## config.mk

```make
export PLATFORM = sky130hd
export DESIGN_NAME = addsub_digit_serial
export DESIGN_NICKNAME = d
export VERILOG_FILES = /design/src/rtl/addsub_digit_serial.sv
export SDC_FILE = /design/constraint.sdc
export NUM_CORES = 1
export LEC_CHECK = 0
export BUFFER_PORTS_ARGS = -buffer_cell sky130_fd_sc_hd__clkbuf_2
export CAP_MARGIN = 20
export CORE_MARGIN = 5
export CORE_UTILIZATION = 40
export DETAILED_ROUTE_END_ITERATION = 8
export SLEW_MARGIN = 20
export SYNTH_ARGS = -nofsm -noshare
export SYNTH_HDL_FRONTEND = slang
export SYNTH_SLANG_ARGS = --single-unit
```

## constraint.sdc

```tcl
create_clock -name AddSub_i_Clk -period 2.1 [get_ports AddSub_i_Clk]
set_input_delay 0.42 -clock AddSub_i_Clk [delete_from_list [all_inputs] [get_ports AddSub_i_Clk]]
set_output_delay 0.42 -clock AddSub_i_Clk [all_outputs]
set_load 0.05 [all_outputs]
```

## src/rtl/addsub_digit_serial.sv

```systemverilog
// Digit-serial two's-complement adder/subtractor, LSB digit first.
// Ports: AddSub_i_* clk/rst/start/A/B/fSub; AddSub_o_* Busy/Done/S/C/V.
// Optional: ADDSUB_SAT_EN clamps S on signed overflow.
module addsub_digit_serial #(
  parameter int WIDTH = 16,
  parameter int DIGIT = 4
) (
  input  logic             AddSub_i_Clk,
  input  logic             AddSub_i_Rst,
  input  logic             AddSub_i_Start,
  input  logic [WIDTH-1:0] AddSub_i_A,
  input  logic [WIDTH-1:0] AddSub_i_B,
  input  logic             AddSub_i_fSub,
  output logic             AddSub_o_Busy,
  output logic             AddSub_o_Done,
  output logic [WIDTH-1:0] AddSub_o_S,
  output logic             AddSub_o_C,
  output logic             AddSub_o_V
);

  localparam int NDIG = WIDTH / DIGIT;
  localparam int CW   = (NDIG > 1) ? $clog2(NDIG) : 1;

  localparam logic [1:0] S_IDLE = 2'd0;
  localparam logic [1:0] S_RUN  = 2'd1;
  localparam logic [1:0] S_DONE = 2'd2;

  logic [1:0]       state_q, state_d;
  logic [CW-1:0]    cnt_q, cnt_d;
  logic [WIDTH-1:0] a_q, a_d;
  logic [WIDTH-1:0] b_q, b_d;
  logic [WIDTH-1:0] acc_q, acc_d;
  logic [WIDTH-1:0] s_q, s_d;
  logic             carry_q, carry_d;
  logic             c_q, c_d;
  logic             v_q, v_d;

  logic [DIGIT:0]   dsum;
  logic [WIDTH-1:0] acc_nxt;
  logic [WIDTH-1:0] s_fin;
  logic             last;
  logic             accept;
  logic             v_raw;

  always_comb begin
    dsum = {1'b0, a_q[DIGIT-1:0]}
         + {1'b0, b_q[DIGIT-1:0]}
         + {{DIGIT{1'b0}}, carry_q};
    // New digit enters at the MSB end.
    acc_nxt = (acc_q >> DIGIT)
            | (WIDTH'(dsum[DIGIT-1:0]) << (WIDTH - DIGIT));
    last   = (cnt_q == CW'(NDIG - 1));
    accept = AddSub_i_Start && (state_q != S_RUN);
    // Carry into the MSB is recovered as a^b^sum at that bit.
    v_raw  = a_q[DIGIT-1] ^ b_q[DIGIT-1]
           ^ dsum[DIGIT-1] ^ dsum[DIGIT];
    s_fin  = acc_nxt;
`ifdef ADDSUB_SAT_EN
    // On the final digit a_q[DIGIT-1] is A's sign bit.
    if (v_raw) begin
      s_fin = a_q[DIGIT-1] ? {1'b1, {(WIDTH-1){1'b0}}}
                           : {1'b0, {(WIDTH-1){1'b1}}};
    end
`endif
  end

  always_comb begin
    state_d = state_q;
    cnt_d   = cnt_q;
    a_d     = a_q;
    b_d     = b_q;
    acc_d   = acc_q;
    carry_d = carry_q;
    s_d     = s_q;
    c_d     = c_q;
    v_d     = v_q;
    case (state_q)
      S_RUN: begin
        a_d     = a_q >> DIGIT;
        b_d     = b_q >> DIGIT;
        acc_d   = acc_nxt;
        carry_d = dsum[DIGIT];
        cnt_d   = cnt_q + 1'b1;
        if (last) begin
          state_d = S_DONE;
          cnt_d   = '0;
          s_d     = s_fin;
          c_d     = dsum[DIGIT];
          v_d     = v_raw;
        end
      end
      default: begin
        if (state_q == S_DONE) begin
          state_d = S_IDLE;
        end
        if (accept) begin
          state_d = S_RUN;
          cnt_d   = '0;
          a_d     = AddSub_i_A;
          b_d     = AddSub_i_fSub ? ~AddSub_i_B
                                  : AddSub_i_B;
          carry_d = AddSub_i_fSub;
        end
      end
    endcase
  end

  always_ff @(posedge AddSub_i_Clk) begin
    if (AddSub_i_Rst) begin
      state_q <= S_IDLE;
      cnt_q   <= '0;
      a_q     <= '0;
      b_q     <= '0;
      acc_q   <= '0;
      carry_q <= 1'b0;
      s_q     <= '0;
      c_q     <= 1'b0;
      v_q     <= 1'b0;
    end else begin
      state_q <= state_d;
      cnt_q   <= cnt_d;
      a_q     <= a_d;
      b_q     <= b_d;
      acc_q   <= acc_d;
      carry_q <= carry_d;
      s_q     <= s_d;
      c_q     <= c_d;
      v_q     <= v_d;
    end
  end

  assign AddSub_o_Busy = (state_q == S_RUN);
  assign AddSub_o_Done = (state_q == S_DONE);
  assign AddSub_o_S    = s_q;
  assign AddSub_o_C    = c_q;
  assign AddSub_o_V    = v_q;

endmodule

```

# Yosys cells after proc, flatten, opt, wreduce, memory -nomap -nowiden
# Cells that the tools add are included.
[totals]
register_bits = 71
latchBits = 0
ramBits = 0
romBits = 0
in_bits = 36
out_inout_bits = 20
mem_count = 0
[op_classes]
addsub = 3
n_mul = 0
div = 0
order_cmp = 0
eq_ne = 5
n_shift = 0
mux = 14
bitwise = 5
n_reduce_logical = 6
[ops]
columns = ["operator", "count"]
rows = [
  ["12-bit two-way mux", 4],
  ["16-bit two-way mux", 1],
  ["16-bit inverter", 1],
  ["12-bit by 16-bit bitwise OR with 16-bit output", 1],
  ["2-bit two-way mux", 7],
  ["4-bit by 4-bit adder with 5-bit output", 1],
  ["5-bit by 1-bit adder with 5-bit output", 1],
  ["2-bit == test (second input constant)", 2],
  ["2-bit by 1-bit != test with 1-bit output (second input constant)", 2],
  ["2-bit AND reduction", 2],
  ["3-bit nonzero test", 1],
  ["1-bit bitwise XOR", 3],
  ["2-bit by 1-bit adder with 2-bit output (second input constant)", 1],
  ["2-bit by 1-bit == test with 1-bit output (second input constant)", 1],
  ["1-bit two-way mux", 2],
  ["2-bit nonzero test", 1],
  ["2-bit OR reduction", 1],
  ["1-bit logical AND", 1],
]

# Logic depth before layout (Yosys ltp)
# Gate-level depths: netlist of run 1.
[logic_depth]
ltp_word = 4
ltp_mapped = 7

# Least setup slack after synthesis of run 1
# No wires, ideal clock.
[synth_path]
kind = "reg-to-reg"
start = "reg state_q[1]"
end = "reg s_q[14], in the netlist AddSub_o_S[14]"
setup_time_ns = 0.128
arrival_ns = 1.595
slack_ns = 0.378
stages_incl_launch_ff = 8
path_buffers = 2
synth_period_minus_slack_ns = 1.722
cell_sequence = "dfxtp_1 inv_1 ha_1 buf_2 nand2_1 buf_2 a21oi_1 nor2_1"
[synth_between]
elab_chain_len = 2
[synth_rtl]
columns = ["item", "line_no", "source"]
rows = [
  ["start, declared", "28", "logic [1:0] state_q, state_d;"],
  ["start signal, assigned", "120", "state_q <= state_d;"],
  ["2-bit by 1-bit == test with 1-bit output", "n/a", ""],
  ["net AddSub_o_Busy", "14", "output logic AddSub_o_Busy,"],
  ["2-bit AND reduction (no line)", "n/a", ""],
  ["end signal, assigned", "116", "s_q <= '0;"],
  ["end signal, assigned", "126", "s_q <= s_d;"],
  ["end, declared", "33", "logic [WIDTH-1:0] s_q, s_d;"],
]
# The timed path passes the listed nets, and every way through them passes these cells.
# A chain may end at the register's enable or synchronous reset.

# Worst setup path in the final report of run 1
[layout_path]
start = "reg state_q[1]"
end = "out AddSub_o_Busy"
[layout_between]
elab_chain_len = 1
[layout_rtl]
columns = ["item", "line_no", "source"]
rows = [
  ["2-bit by 1-bit == test with 1-bit output", "132", "assign AddSub_o_Busy = (state_q == S_RUN);"],
  ["end, declared", "14", ""],
]
# No other way between the ends.

==> flow_metrics.py, run 1 <==
metrics = {
    "detailed_routing": {
        "vias": 2261,
        "drc_errors": 0,
        "wl_per_cell_um": 12.0,
        "ant_nets": 0,
        "drtPass1Iterations": 4,
        "drt-total-wl_um": 5870,
        "via_per_inst": 4.61,
        "drt_iter0_markers": 63,
    },
    "worst_setup_path": {
        "start_kind": "flip-flop",
        "reg2reg_slack_ns": 0.33,
        "crit_type": "flip-flop to output port",
        "cp-end-kind": "output port",
        "arrival_ns": 1.57,
        "worstPathRequired_ns": 1.68,
        "cp_max_fo": 13,
    },
    "cells_and_area": {
        "finalNetCount": 430,
        "areaGrowthSynthToFinish_pct": 17.5,
        "antenna_cells": 0,
        "layout-drive-gt1-share_pct": 20.7,
    },
    "power": {
        "leakagePower_nw": 1.45,
        "ir_worst_vdd_v": 0.000338,
        "p_per_area_nw_per_um2": 812,
    },
    "clock_tree": {
        "post_cts_buffers": 0,
        "cts_made_buffers": 9,
        "cts.sinks": 67,
        "clkTransAtPathRegs_ns": 0.07,
        "cts_root_buf": "clkbuf_8",
        "cts_tree": "done",
        "cts_max_path_buffers": 2,
        "htreeDepth": 3,
        "cts-resized-gates": 0,
        "clk_latency_ns": 0.33,
        "holdBufCountCts": 0,
    },
    "timing": {
        "period_needed_ns": 1.99,
        "worst_slack_ns": 0.112,
        "setup_viol": 0,
        "fmax_mhz": 503,
        "fin_setup_tns_ns": 0,
        "clock_skew_ns": 0.00630,
        "rsz0062_at_grt": "false",
        "timing.hold.ws_ns": 0.316,
        "fin_crit_sh_pct": 94.7,
        "worst_pin_slew_ns": 0.630,
        "max-slew-margin-rel_pct": 58.0,
        "slew_viol_final": 0,
        "hold_violations": 0,
    },
    "synth": {
        "ys_types": 28,
        "syn_area_per_cell_um2": 8.70,
        "synth_seq_cells": 67,
        "synth_largest_area_cell": "dfxtp_1",
        "syn_nets": 384,
        "yosysWarningCount": 0,
        "netlist_instances": 340,
        "syn-cell-area_um2": 2960,
        "synthTopCellsByArea": "dfxtp_1 (45%), nor2_1 (9.5%), mux2i_1 (8.8%)",
        "yosysSeqAreaShare_pct": 45.3,
        "post-synth-top-area-fraction_pct": 45.3,
    },
    "global_routing": {
        "use_met2_pct": 22.5,
        "grt_use_met3_pct": 5.08,
        "grt_first_pass_wirelength_um": 10300,
        "grt_overflow": 0,
        "grt_pass1_vias": 2230,
        "top_usage_layer": "met2",
        "grtUsageMet1_pct": 18.1,
        "grt_use_total_pct": 14.4,
        "antenna_found_initial": 0,
        "grt_max_degree": 39,
    },
    "placement": {
        "port_buffers": 55,
        "pre_cts_slack_ns": 0.329,
        "dp_hpwl_um": 4130,
        "gp_congestion": 0.765,
    },
    "floorplanning": {
        "fp.dieW_um": 96.0,
        "die_h_um": 96.0,
        "initial_core_util_pct": 41.0,
        "die_area_um2": 9210,
        "coreArea_um2": 7210,
        "ioPinCount": 56,
        "rows": 31,
    },
    "outcome": {
        "status": "completed",
    },
    "run": {
        "cap_violations": 0,
    },
    "hold_path": {
        "hp-class": "input port to flip-flop",
    },
}
Yosys cell counts (all sizes together):
cell / instances
and2: 1
nand2: 27
xnor2: 17
a21o: 1
ha: 6
nor3b: 2
fa: 2
a211oi: 22
inv: 6
mux2i: 26
nand2b: 4
o21ai: 2
a21oi: 43
xor2: 2
o22ai: 1
nor2b: 4
nand3b: 2
clkbuf: 9
or2: 1
o31ai: 1
nor2: 75
o2bb2ai: 1
dfxtp: 67
buf: 18
routing by layer:
metal  vias to the layer above  wire, um
met5                         -         0
met4                         0        81
met3                         6       275
met2                        41      2600
met1                       991      2910
li1                       1223         -
sequential cells by signal, summed over array words and instances, names as in the netlist:
name,cells
AddSub_o_V,1
cnt_q,2
acc_q,12
a_q,16
AddSub_o_C,1
carry_q,1
b_q,16
AddSub_o_S,16
state_q,2
cell families (layout without fill, tap and decap cells):
kind of cell / Yosys count / count (layout) / share of synthesized area (%)
XOR/XNOR: 19 / 19 / 5.63
AND/OR/NAND/NOR: 116 / 116 / 16.1
buffers and inverters: 33 / 84 / 5.92
flip-flops: 67 / 67 / 45.3
adder cells (fa/ha/maj): 8 / 8 / 3.89
AO/OA/AOI/OAI: 71 / 71 / 14.3
multiplexers: 26 / 26 / 8.80
report_power, final:
group | switching, W | internal (W) | leakage (nW)
Combinational | 0.000203 | 0.000166 | 0.796
Clock | 0.000496 | 0.000580 | 0.102
Sequential | 0.0000404 | 0.00133 | 0.547
Total | 0.000740 | 0.00208 | 1.45
placed cells by master, fill, tap and decap left out:
| cell type | n |
|---|---|
| fa_1 | 2 |
| dfxtp_1 | 67 |
| buf_4 | 6 |
| nand2b_1 | 4 |
| clkinv_4 | 2 |
| o22ai_1 | 1 |
| a21oi_2 | 1 |
| inv_1 | 6 |
| buf_12 | 1 |
| o2bb2ai_1 | 1 |
| nor2b_1 | 4 |
| mux2i_1 | 26 |
| or2_2 | 1 |
| nor2_1 | 75 |
| o21ai_0 | 2 |
| a21oi_1 | 42 |
| clkinv_2 | 2 |
| xnor2_1 | 17 |
| bufinv_16 | 1 |
| o31ai_1 | 1 |
| and2_1 | 1 |
| clkinvlp_4 | 1 |
| nand2_1 | 27 |
| clkbuf_2 | 54 |
| clkbuf_8 | 10 |
| xor2_1 | 2 |
| buf_2 | 1 |
| a211oi_1 | 22 |
| nand3b_1 | 2 |
| a21o_1 | 1 |
| ha_1 | 5 |
| ha_2 | 1 |
| nor3b_1 | 2 |
critical path: stages (launching register included):
cell     delay, ns
dfxtp_1       0.34
inv_1         0.06
ha_2          0.25
buf_4         0.26
buf_2         0.31
through the flow:
stage / total power, W / std cells / utilization, % / instance area, um^2
after floorplan: 0.00168 / 340 / - / 2960
after global placement: 0.00177 / 474 / 45.4 / 3270
after global routing: 0.00298 / 490 / 48.2 / 3470
after CTS: 0.00285 / 490 / 48.2 / 3470
final: 0.00282 / 490 / 48.2 / 3470
after detailed placement: 0.00178 / 474 / 45.4 / 3270
layout make-up:
class / count / area [um^2]
clock buffers: 10 / 138
clock inverters: 6 / 65.1
fillers: 747 / 3740
inverters: 6 / 22.5
multi-input cells: 240 / 1440
flip-flops and latches: 67 / 1340
well taps: 99 / 124
repair buffers: 62 / 340
final timing paths:
| kind | start | to | depth (start not counted) |
|---|---|---|---|
| max | state_q[1]$_SDFFE_PP0P_ | AddSub_o_Busy | 4 |
| min reg2reg | AddSub_o_S[1]$_SDFFE_PP0P_ | AddSub_o_S[1]$_SDFFE_PP0P_ | 2 |
| max reg2reg | b_q[0]$_SDFFE_PP0P_ | AddSub_o_V$_SDFFE_PP0P_ | 7 |
| min | AddSub_i_A[15] | a_q[15]$_SDFFE_PP0N_ | 3 |
(Power assumes the default switching activity.)
==> run 2, diff against run 1 <==
CORE_UTILIZATION = 55   (was 40)
PLACE_DENSITY = 0.79   (was unset)
SETUP_SLACK_MARGIN = 0.15   (was unset)
==> run 2 against run 1 <==
Net effect: hold slack improved by 0.0081 ns; total power grew 4.1%; global-route usage up 3.1 points; final cell count decreased by 5.7%; flip-flop and latch count is the same; clock skew up 0.0037 ns; non-clock buffer count up 1; clock power rose by 10%.
==> flow_metrics.py, run 2 (synthesized netlist as in run 1, its figures left out) <==
metrics = {
    "timing": {
        "fin_setup_tns_ns": 0,
        "clock_skew_ns": 0.0100,
        "worst_pin_slew_ns": 0.560,
        "worst_slack_ns": 0.264,
        "hold_violations": 0,
        "timing.hold.ws_ns": 0.324,
        "setup_viol": 0,
        "slew_viol_final": 0,
        "max-slew-margin-rel_pct": 62.6,
        "period_needed_ns": 1.84,
        "fin_crit_sh_pct": 87.4,
        "rsz0062_at_grt": "false",
        "fmax_mhz": 545,
    },
    "cells_and_area": {
        "fin_area_um2": 3470,
        "antenna_cells": 0,
        "layout_commonest_cell": "nor2_1",
        "multi_input_area_um2": 1440,
        "layout-drive-gt1-share_pct": 20.9,
        "n_fill_cell": 428,
        "areaGrowthSynthToFinish_pct": 17.3,
        "finalNetCount": 431,
        "final_util_pct": 67.1,
        "seq_area_um2": 1340,
        "mostFrequentLayoutCells": "nor2_1 (75), dfxtp_1 (67), clkbuf_2 (55), a21oi_1 (42), nand2_1 (27)",
    },
    "global_routing": {
        "grt_max_degree": 55,
        "grt_pass1_vias": 2241,
        "grt_first_pass_wirelength_um": 9870,
        "antenna_found_initial": 0,
        "grt_overflow": 0,
        "grt_use_total_pct": 17.4,
    },
    "detailed_routing": {
        "ant_nets": 0,
        "wl_per_cell_um": 12.5,
        "routed-wl-met2_um": 2710,
        "drt-total-wl_um": 5790,
        "drtPass1Iterations": 4,
        "wl_met1_um": 2640,
        "met3_length_um": 351,
        "vias": 2358,
        "via_per_inst": 5.10,
        "drt_iter0_markers": 98,
        "top_layer": "met4",
        "drc_errors": 0,
    },
    "clock_tree": {
        "clkTransAtPathRegs_ns": 0.07,
        "cts.sinks": 67,
        "cts_made_buffers": 9,
        "post_cts_buffers": 0,
        "cts-resized-gates": 0,
        "cts_tree": "done",
        "cts_root_buf": "clkbuf_8",
        "holdBufCountCts": 0,
        "cts_max_path_buffers": 2,
        "clk_latency_ns": 0.34,
        "htreeDepth": 3,
    },
    "hold_path": {
        "hp-class": "input port to flip-flop",
        "holdPathStages": 3,
    },
    "floorplanning": {
        "die_area_um2": 6940,
        "coreArea_um2": 5170,
        "die_h_um": 83.3,
        "ioPinCount": 56,
        "initial_core_util_pct": 57.2,
        "rows": 26,
        "fp.dieW_um": 83.3,
    },
    "placement": {
        "dpl_cell_area_um2": 3240,
        "pre_cts_slack_ns": 0.369,
        "port_buffers": 55,
        "dp_hpwl_um": 4020,
        "gp_congestion": 0.799,
    },
    "worst_setup_path": {
        "crit_type": "flip-flop to output port",
        "start_kind": "flip-flop",
        "reg2reg_depth": 7,
        "arrival_ns": 1.42,
        "cp_max_fo": 17,
        "cp-end-kind": "output port",
        "worstPathRequired_ns": 1.68,
    },
    "power": {
        "ir_worst_vdd_v": 0.000415,
        "leakagePower_nw": 1.46,
        "p_per_area_nw_per_um2": 846,
    },
    "outcome": {
        "status": "completed",
    },
    "run": {
        "cap_violations": 0,
    },
}
==> run 2: changes by cell type in the layout (fill, tap and decap cells not counted) <==
cell / before / now
buf_2: 1 / 0
buf_4: 6 / 7
bufinv_16: 1 / 2
clkbuf_2: 54 / 55
clkinv_2: 2 / 1
clkinv_4: 2 / 1
clkinvlp_4: 1 / 2
==> run 2: worst paths after layout <==
kind	slack, ns	from	endpoint
worst max-delay path	0.26	state_q[1]$_SDFFE_PP0P_	AddSub_o_Busy
worst min-delay path	0.32	AddSub_i_A[13]	a_q[13]$_SDFFE_PP0N_
worst max register to register	0.37	a_q[0]$_SDFFE_PP0P_	AddSub_o_V$_SDFFE_PP0P_
worst min register to register	0.45	AddSub_o_S[5]$_SDFFE_PP0P_	AddSub_o_S[5]$_SDFFE_PP0P_
==> run 2: through the flow <==
| stage | power [W] | instances |
|---|---|---|
| 2_1_floorplan | 0.00168 | 340 |
| 3_3_place_gp | 0.00176 | 446 |
| 3_5_place_dp | 0.00177 | 446 |
| 4_1_cts | 0.00296 | 462 |
| 5_1_grt | 0.00307 | 462 |
| 6_report | 0.00294 | 462 |
==> run 2: area by class of cell <==
type                       instances  area share [%]
clock inverter                     6            2.56
timing repair buffer              63            10.0
multi-input combinational        240            41.6
clock buffer                      10            3.97
inverter                           6           0.649
tap                               70            2.52
sequential                        67            38.7
==> run 2: metal layers <==
layer | track usage [%] | up-vias
met2 | 29.1 | 59
li1 | - | 1228
met3 | 5.35 | 10
met5 | 0 | -
met1 | 20.4 | 1061
met4 | 8.02 | 0
==> run 2: report_power, final <==
group          internal (W)  leakage (nW)  total [W]  switching (W)
clock network      0.000700         0.108    0.00119       0.000491
registers           0.00133         0.547    0.00137      0.0000394
logic              0.000167         0.802   0.000371       0.000204
==> run 2: critical path, cell delays in order, from the launching register on <==
cell and delay (ns):
dfxtp_1 0.34, inv_1 0.07, ha_2 0.34, clkbuf_2 0.34
